$ cat config.mk
export PLATFORM = sky130hd
export DESIGN_NAME = bitserial_collect_flat
export DESIGN_NICKNAME = d
export VERILOG_FILES = /design/src/rtl/bitserial_collect_pkg.sv /design/src/rtl/bitserial_collect_if.sv /design/src/rtl/bitserial_collect_outbuf.sv /design/src/rtl/bitserial_collect.sv /design/src/flat_wrapper.sv
export SDC_FILE = /design/constraint.sdc
export NUM_CORES = 1
export LEC_CHECK = 0
export BUFFER_PORTS_ARGS = -buffer_cell sky130_fd_sc_hd__buf_4
export CAP_MARGIN = 10
export CORE_MARGIN = 1.5
export CORE_UTILIZATION = 56
export DETAILED_ROUTE_END_ITERATION = 8
export PLACE_DENSITY_LB_ADDON = 0.12
export SLEW_MARGIN = 40
export SYNTH_ARGS = -nofsm -noshare
export SYNTH_HDL_FRONTEND = slang
export SYNTH_HIERARCHICAL = 1
export SYNTH_SLANG_ARGS = --single-unit
$ cat constraint.sdc
create_clock -name clk -period 2.9 [get_ports clk]
set_input_delay 0.87 -clock clk [delete_from_list [all_inputs] [get_ports clk]]
set_output_delay 0.87 -clock clk [all_outputs]
set_load 0.02 [all_outputs]
$ cat src/rtl/bitserial_collect_pkg.sv
// Shared definitions for the bit-serial adder slice: default operand width and
// collector state encodings, also used by the adder bench and upstream serializer.
package bitserial_collect_pkg;

  localparam int BS_WIDTH_DEFAULT = 4;

  typedef enum logic {
    BS_IDLE  = 1'b0,
    BS_SHIFT = 1'b1
  } bs_state_e;

endpackage

$ cat src/rtl/bitserial_collect_if.sv
// Serial input stream plus valid/ready parallel output of the sum collector.
interface bitserial_collect_if #(
  parameter int WIDTH = bitserial_collect_pkg::BS_WIDTH_DEFAULT
);
  logic             sin;
  logic             sin_valid;
  logic             sin_first;
  logic [WIDTH:0]   sum;
  logic             sum_valid;
  logic             sum_ready;
  logic             busy;
  logic             overrun;
  logic             frame_err;

  modport master (
    output sin, sin_valid, sin_first, sum_ready,
    input  sum, sum_valid, busy, overrun, frame_err
  );

  modport slave (
    input  sin, sin_valid, sin_first, sum_ready,
    output sum, sum_valid, busy, overrun, frame_err
  );
endinterface

$ cat src/rtl/bitserial_collect_outbuf.sv
// One-entry valid/ready holding register; load may coincide with an accept of the
// previous entry, in which case the entry stays full with the new data.
module bitserial_outbuf #(
  parameter int W = 5
) (
  input  logic         clk,
  input  logic         reset,
  input  logic         load,
  input  logic [W-1:0] din,
  input  logic         ready,
  output logic [W-1:0] dout,
  output logic         full
);
  logic [W-1:0] data_r;
  logic         full_r;

  // holding register and its occupancy flag
  always_ff @(posedge clk) begin
    if (reset) begin
      data_r <= '0;
      full_r <= 1'b0;
    end else if (load) begin
      data_r <= din;
      full_r <= 1'b1;
    end else if (full_r && ready) begin
      full_r <= 1'b0;
    end else begin
      full_r <= full_r;
    end
  end

  assign dout = data_r;
  assign full = full_r;
endmodule

$ cat src/rtl/bitserial_collect.sv
// Collects an LSB-first serial sum frame of WIDTH+1 bits into a parallel word and
// hands it to a one-entry output buffer, flagging dropped frames and restarts.
module bitserial_collect
  import bitserial_collect_pkg::*;
#(
  parameter int WIDTH = BS_WIDTH_DEFAULT
) (
  input logic               clk,
  input logic               reset,
  bitserial_collect_if.slave bus
);
  localparam int FRAME = WIDTH + 1;
  localparam int CNT_W = $clog2(WIDTH + 2);

  bs_state_e        state_r, state_s;
  logic [CNT_W-1:0] cnt_r, cnt_s;
  logic [WIDTH:0]   shreg_r, shreg_s;
  logic             complete_s;
  logic             frame_err_s;
  logic             load_s;
  logic             overrun_s;
  logic             full_s;
  logic             busy_r;
  logic             overrun_r;
  logic             frame_err_r;

  // next-state, bit placement and completion detection
  always_comb begin
    state_s     = state_r;
    cnt_s       = cnt_r;
    shreg_s     = shreg_r;
    complete_s  = 1'b0;
    frame_err_s = 1'b0;
    case (state_r)
      BS_IDLE: begin
        if (bus.sin_valid && bus.sin_first) begin
          shreg_s = {{WIDTH{1'b0}}, bus.sin};
          cnt_s   = CNT_W'(1);
          state_s = BS_SHIFT;
        end else begin
          state_s = BS_IDLE;
        end
      end
      BS_SHIFT: begin
        if (bus.sin_valid && bus.sin_first) begin
          frame_err_s = 1'b1;
          shreg_s     = {{WIDTH{1'b0}}, bus.sin};
          cnt_s       = CNT_W'(1);
        end else if (bus.sin_valid) begin
          shreg_s[cnt_r] = bus.sin;
          if (cnt_r == CNT_W'(FRAME - 1)) begin
            complete_s = 1'b1;
            cnt_s      = '0;
            state_s    = BS_IDLE;
          end else begin
            cnt_s = cnt_r + CNT_W'(1);
          end
        end else begin
          state_s = BS_SHIFT;
        end
      end
      default: begin
        state_s = BS_IDLE;
        cnt_s   = '0;
      end
    endcase
  end

  // a finished word lands only if the buffer is empty or being drained this cycle
  assign load_s    = complete_s && (!full_s || bus.sum_ready);
  assign overrun_s = complete_s && full_s && !bus.sum_ready;

  // FSM, counter, shift register and registered status pulses
  always_ff @(posedge clk) begin
    if (reset) begin
      state_r     <= BS_IDLE;
      cnt_r       <= '0;
      shreg_r     <= '0;
      busy_r      <= 1'b0;
      overrun_r   <= 1'b0;
      frame_err_r <= 1'b0;
    end else begin
      state_r     <= state_s;
      cnt_r       <= cnt_s;
      shreg_r     <= shreg_s;
      busy_r      <= (state_s == BS_SHIFT);
      overrun_r   <= overrun_s;
      frame_err_r <= frame_err_s;
    end
  end

  bitserial_outbuf #(.W(WIDTH + 1)) u_outbuf (
    .clk   (clk),
    .reset (reset),
    .load  (load_s),
    .din   (shreg_s),
    .ready (bus.sum_ready),
    .dout  (bus.sum),
    .full  (full_s)
  );

  assign bus.sum_valid = full_s;
  assign bus.busy      = busy_r;
  assign bus.overrun   = overrun_r;
  assign bus.frame_err = frame_err_r;
endmodule

$ cat src/flat_wrapper.sv
// flat-port wrapper written by rule: the top's interface ports become plain ports
module bitserial_collect_flat import bitserial_collect_pkg::*;
#(
  parameter int WIDTH = BS_WIDTH_DEFAULT
)
  (clk, reset, bus_sin, bus_sin_valid, bus_sin_first, bus_sum_ready, bus_sum, bus_sum_valid, bus_busy, bus_overrun, bus_frame_err);
  bitserial_collect_if #(.WIDTH(WIDTH)) bus_i ();
  input logic clk;
  input logic reset;
  input wire logic [$bits(bus_i.sin)-1:0] bus_sin;
  input wire logic [$bits(bus_i.sin_valid)-1:0] bus_sin_valid;
  input wire logic [$bits(bus_i.sin_first)-1:0] bus_sin_first;
  input wire logic [$bits(bus_i.sum_ready)-1:0] bus_sum_ready;
  output wire logic [$bits(bus_i.sum)-1:0] bus_sum;
  output wire logic [$bits(bus_i.sum_valid)-1:0] bus_sum_valid;
  output wire logic [$bits(bus_i.busy)-1:0] bus_busy;
  output wire logic [$bits(bus_i.overrun)-1:0] bus_overrun;
  output wire logic [$bits(bus_i.frame_err)-1:0] bus_frame_err;
  assign bus_i.sin = bus_sin;
  assign bus_i.sin_valid = bus_sin_valid;
  assign bus_i.sin_first = bus_sin_first;
  assign bus_i.sum_ready = bus_sum_ready;
  assign bus_sum = bus_i.sum;
  assign bus_sum_valid = bus_i.sum_valid;
  assign bus_busy = bus_i.busy;
  assign bus_overrun = bus_i.overrun;
  assign bus_frame_err = bus_i.frame_err;
  bitserial_collect #(.WIDTH(WIDTH)) u_core (.clk(clk), .reset(reset), .bus(bus_i));
endmodule
# --- Word level (Yosys, flattened, before mapping) ---
# Index checks and enable logic that the tools add are counted.
op_classes:
  addsub: 1
  div: 0
  n_reduce_logical: 12
  eq_ne: 3
  n_mux: 23
  n_bitwise: 1
  order_cmp: 2
  shifts: 0
  multipliers: 0
ops:
  columns: ["cell", "n"]
  rows:
  - ["5-bit two-way mux", 3]
  - ["3-bit two-way mux", 4]
  - ["1-bit two-way mux", 11]
  - ["5-bit one-hot mux with 2 select lines", 1]
  - ["1-bit logical AND", 6]
  - ["3-bit one-hot mux with 2 select lines", 1]
  - ["5-bit bitwise mux", 1]
  - ["3-bit by 4-bit less-than comparator with 1-bit output (second input constant)", 1]
  - ["3-bit by 1-bit adder with 3-bit output (second input constant)", 1]
  - ["1-bit demux with 3-bit select", 1]
  - ["3-bit equality test (second input constant)", 1]
  - ["3-bit by 1-bit greater-or-equal comparator with 1-bit output (second input constant)", 1]
  - ["3-bit inequality test (second input constant)", 1]
  - ["1-bit logical NOT", 2]
  - ["2-bit by 1-bit inequality test with 1-bit output (second input constant)", 1]
  - ["1-bit one-hot mux with 2 select lines", 1]
  - ["2-bit AND reduction", 1]
  - ["2-bit nonzero test", 1]
  - ["2-bit OR reduction", 1]
  - ["1-bit logical OR", 1]
  - ["1-bit inverter", 1]
word_totals:
  regBits: 17
  out_inout_bits: 9
  inputBits: 6
  elab_cells: 49
  latchBits: 0
  mem_count: 0
  ramBits: 0
  romBits: 0

# --- Longest topological paths before layout ---
logic_depth:
  ltp_word: 8
  ltp_mapped: 8
  mapped_depth_nobuf: 7

# --- Modules after synthesis ---
# Netlist, hierarchy kept.
by_module_without_submodules:
  columns: ["module", "cells_per_inst", "seq_area_each_um2", "instances", "area_each_um2"]
  rows:
  - ["bitserial_collect", 71, 220.2, 1, 606.8]
  - ["bitserial_outbuf", 20, 120.1, 1, 215.2]

# --- Worst setup path after synthesis ---
# OpenSTA, ideal clock, no wires.
synth_timing:
  kind: "input-to-reg"
  from: "in bus_sin_valid"
  to: "reg u_core.u_outbuf.data_r[1], in the netlist u_core/u_outbuf/dout[1]"
  required_time_ps: 2786
  setup_time_ps: 114
  setup_slack_ps: 963
  path_buffers: 2
  path_stages: 6
  arrival_time_ps: 1822
  cell_sequence: "buf_2 -> nor3b_1 -> and3_2 -> buf_6 -> mux2i_1 -> nor2_1"
synth_between:
  elab_chain_cells: 4
  elab_cells_between_ends: 9
  cone_classes: "mux: 7; reduce/logical: 2"
synth_lines:
  columns: ["element", "line_no", "rtl"]
  rows:
  - ["start, declared", "flat_wrapper.sv:11", "input wire logic [$bits(bus_i.sin_valid)-1:0] bus_sin_valid;"]
  - ["1-bit two-way mux / 1-bit logical AND (equally long branches)", "bitserial_collect.sv:49, bitserial_collect.sv:45", null]
  - ["1-bit two-way mux (*)", "bitserial_collect.sv:45", "if (bus.sin_valid && bus.sin_first) begin"]
  - ["1-bit two-way mux (*)", "bitserial_collect.sv:34", "case (state_r)"]
  - ["1-bit logical AND (*)", "bitserial_collect.sv:70", "assign load_s = complete_s && (!full_s || bus.sum_ready);"]
  - ["net u_core.load_s", "bitserial_collect.sv:20", "logic load_s;"]
  - ["end signal, assigned", "bitserial_collect_outbuf.sv:23", "data_r <= din;"]
  - ["end, declared", "bitserial_collect_outbuf.sv:14", "logic [W-1:0] data_r;"]
# The timed path passes the listed nets; every way through them passes the cells marked *.
# A chain may end at the register's enable or synchronous reset.

# --- Worst setup path after layout ---
layout_timing:
  from: "reg u_core.busy_r, in the netlist u_core/bus.busy"
  to: "out bus_busy"
layout_rtl:
  columns: ["element", "line_no", "rtl"]
  rows:
  - ["start, declared", "bitserial_collect.sv:23", "logic busy_r;"]
  - ["start signal, assigned", "bitserial_collect.sv:86", "busy_r <= (state_s == BS_SHIFT);"]
  - ["end, declared", "flat_wrapper.sv:16", "output wire logic [$bits(bus_i.busy)-1:0] bus_busy;"]
# No word-level cell between the ends.

==> metrics.md <==
| Metric | Value |
|---|---|
| DP Cell Count | `118` |
| R2R Path Start | `u_core/cnt_r[0]` |
| Post-cts sizing count | `0` |
| Critical path's slowest cell | `dfxtp_1` |
| Total Wirelength | `1.58 mm` |
| Dpl ws | `between 0.8 and 0.9 ns` |
| HPWL after detailed placement | `approximately 1.2 mm` |
| Period utilization | `between 60% and 70%` |
| Worst path depth | `1` |
| Fin. Hold Viols | `0` |
| Num Clock Sinks | `17` |
| Tot Pwr | `0.409 mW` |
| Fin worst setup slack | `around 1.0 ns` |
| Slew @ Worst Pin | `~0.54 ns` |
| CTS tree | `done` |
| Worst min path class | `reg2reg` |
| ANT nets after route | `0` |
| Worst setup SP type | `flop` |
| Max transition margin | `approximately 64%` |
| Clk_skew | `0.00907 ns` |
| Wire length of the first global-routing pass | `between 2 and 2.5 mm` |
| PwrDens | `428 nW/um^2` |
| CTS clk-pin slew, worst paths | `roughly 0.11 ns` |
| Drt drc | `0` |
| Htree depth | `1` |
| Syn avg cell area | `9.03 sq um` |
| Slew Limit Fails | `0` |
| Unrepaired setup endpoints after global routing | `no` |
| Iteration-0 DRC count of the detailed router | `25` |
| Area Overhead vs Synth | `16.4%` |
| DIE HEIGHT | `roughly 41 um` |
| Commonest non-fill, non-tap cells in the layout | `dfxtp_1, nand2_1, buf_4` |
| Yosys reg bits | `17` |
| Worst Path Max Fanout | `9` |
| Final setup violation count | `0` |
| Initial DRT Pass Iterations | `4` |
| Arrival time at the worst endpoint | `about 1.0 ns` |
| Hold-fix buffers, CTS | `0` |
| GRT overflow | `0` |
| Share of the synthesized area in the top cell type | `41.4%` |
| Port Buffers | `14` |
| Clk_lat worst skew | `between 0.2 and 0.3 ns` |
| Setup CP Type | `reg2out` |
| Via count | `691` |
| Multi-input logic area | `~450 sq um` |
| Num rows | `13` |
| Ys flop type | `dfxtp_1` |
| Type of destination of the critical path | `output pin` |
| Starting Density | `about 60%` |
| Reg2reg setup slack | `1.15 ns` |
| Layout fillers | `around 100` |
| Syn nets | `approximately 100` |
| Worst Path Required | `a little over 2 ns` |
| I/O pin count | `15` |
| Inserted Diodes | `0` |
| R2R Path End | `u_core/u_outbuf/dout[1]` |
| Vias in the first global route | `approximately 560` |
| Critical path's top delay family | `flip-flops` |
| Core Region | `between 1000 and 1500 sq um` |
| Wire length per cell | `between 10 and 15 um` |
| Outcome | `finished clean` |
| Share of cells above drive strength 1 | `between 20% and 30%` |
| Sequential cell area | `approximately 340 sq um` |
| Die Area | `around 1700 sq um` |
| Commonest non-fill, non-tap cell in the layout | `dfxtp_1` |
| Reg2Reg Depth | `7` |
| Number of synthesized flops with an enable pin | `0` |
| Fmax | `approximately 0.53 GHz` |
| Synth Instances | `just over 90` |
| Seq/Total Area, Yosys | `roughly two fifths` |
| Total global-route track usage | `around 22%` |
| Initial antenna violation count | `0` |
| CTS root buffer | `clkbuf_4` |
| Post-route setup TNS | `0 ns` |
| Synth Warn # | `6` |
| Setup crit start | `u_core/bus.busy` |
| CP peak stage delay | `around 0.53 ns` |
| CP Cell Sequence | `buf_4` |
| Largest net degree at the start of global routing | `15` |
| Synth cell types | `27` |
| Nets | `about 120` |
| Synth area leaders | `dfxtp_1, mux2i_1, nand2_1` |
| Cell taking the most area after synthesis | `dfxtp_1` |
| Fin crit period | `~1.9 ns` |
| Worst vdd rail ir drop | `approximately 330 uV` |
| Mapped cell area | `822 sq um` |
| CTS buffer count | `3` |
| Via-to-Cell Ratio | `~5.7` |
| Routability Congestion | `0.710` |
| Final non-filler cell total | `between 100 and 150` |
| Post-layout util | `71.8%` |
| Max-cap violations | `0` |
| Termination of the worst setup path | `bus_busy` |
| Buf/Inv on CP | `1` |
| Maximum buffer depth of the clock tree | `2` |
| Die W | `41.3 um` |
| Post-synth ARST share | `0%` |
| Post-CTS setup buffer count | `0` |
| Pleak | `about 0.38 nW` |
[report_power, final]
| part | total (mW) | internal (mW) | switching [mW] |
|---|---|---|---|
| Combinational | 0.0387 | 0.0164 | 0.0223 |
| Clock | 0.127 | 0.0512 | 0.0763 |
| Sequential | 0.243 | 0.237 | 0.00590 |
[kinds of logic after synthesis]
logic type,Yosys count,synth area share [%]
flops,17,41.4
fa+ha+maj,2,3.04
mux,14,17.2
buf+inv,6,3.80
compound gates,11,7.61
simple gates,41,26.9
[registers in the layout (all words and copies together), names as in the netlist]
| signal | count |
|---|---|
| u_core/bus.busy | 1 |
| u_core/bus.frame_err | 1 |
| u_core/bus.overrun | 1 |
| u_core/cnt_r | 3 |
| u_core/shreg_r | 5 |
| u_core/u_outbuf/dout | 5 |
| u_core/u_outbuf/full | 1 |
[synthesized netlist by cell type, types with 2 or more instances]
master,count
dfxtp_1,17
o21ai_0,3
ha_1,2
a31oi_1,2
a21oi_1,4
nand2b_1,5
mux2i_1,13
nor4b_1,2
nor2_1,7
nand2_1,15
inv_1,4
nor3_1,2
[cell type report]
cell class	instances	share of cell area, %
sequential	17	35.6
clock inverter	1	0.523
tap	15	1.96
inverter	4	1.57
multi-input combinational	68	47.1
clock buffer	3	2.35
timing repair buffer	14	11.0
[metrics by stage]
step | instance area [sq um] | hold slack [ns]
3_3_place_gp | 930 | 0.445
2_1_floorplan | 822 | 0.435
4_1_cts | 957 | 0.468
6_report | 957 | 0.467
3_5_place_dp | 930 | 0.453
5_1_grt | 957 | 0.499
[how the worst min path moves through the flow]
stage,startpoint,end,cells past startpoint
after floorplan,u_core/shreg_r[1],u_core/shreg_r[1],2
after global placement,u_core/shreg_r[3],u_core/shreg_r[3],2
after detailed placement,u_core/shreg_r[1],u_core/shreg_r[1],2
after CTS,u_core/shreg_r[1],u_core/shreg_r[1],2
after global routing,u_core/shreg_r[1],u_core/shreg_r[1],2
final,u_core/shreg_r[1],u_core/shreg_r[1],2
[routing by layer]
layer	track usage [%]	wire length, um	up-vias
met5	0	0	-
met4	12.1	21	0
met3	3.19	54	2
met2	30.1	723	14
met1	31.4	784	325
li1	-	-	350
No activity file was read; power rests on OpenSTA's default activity.
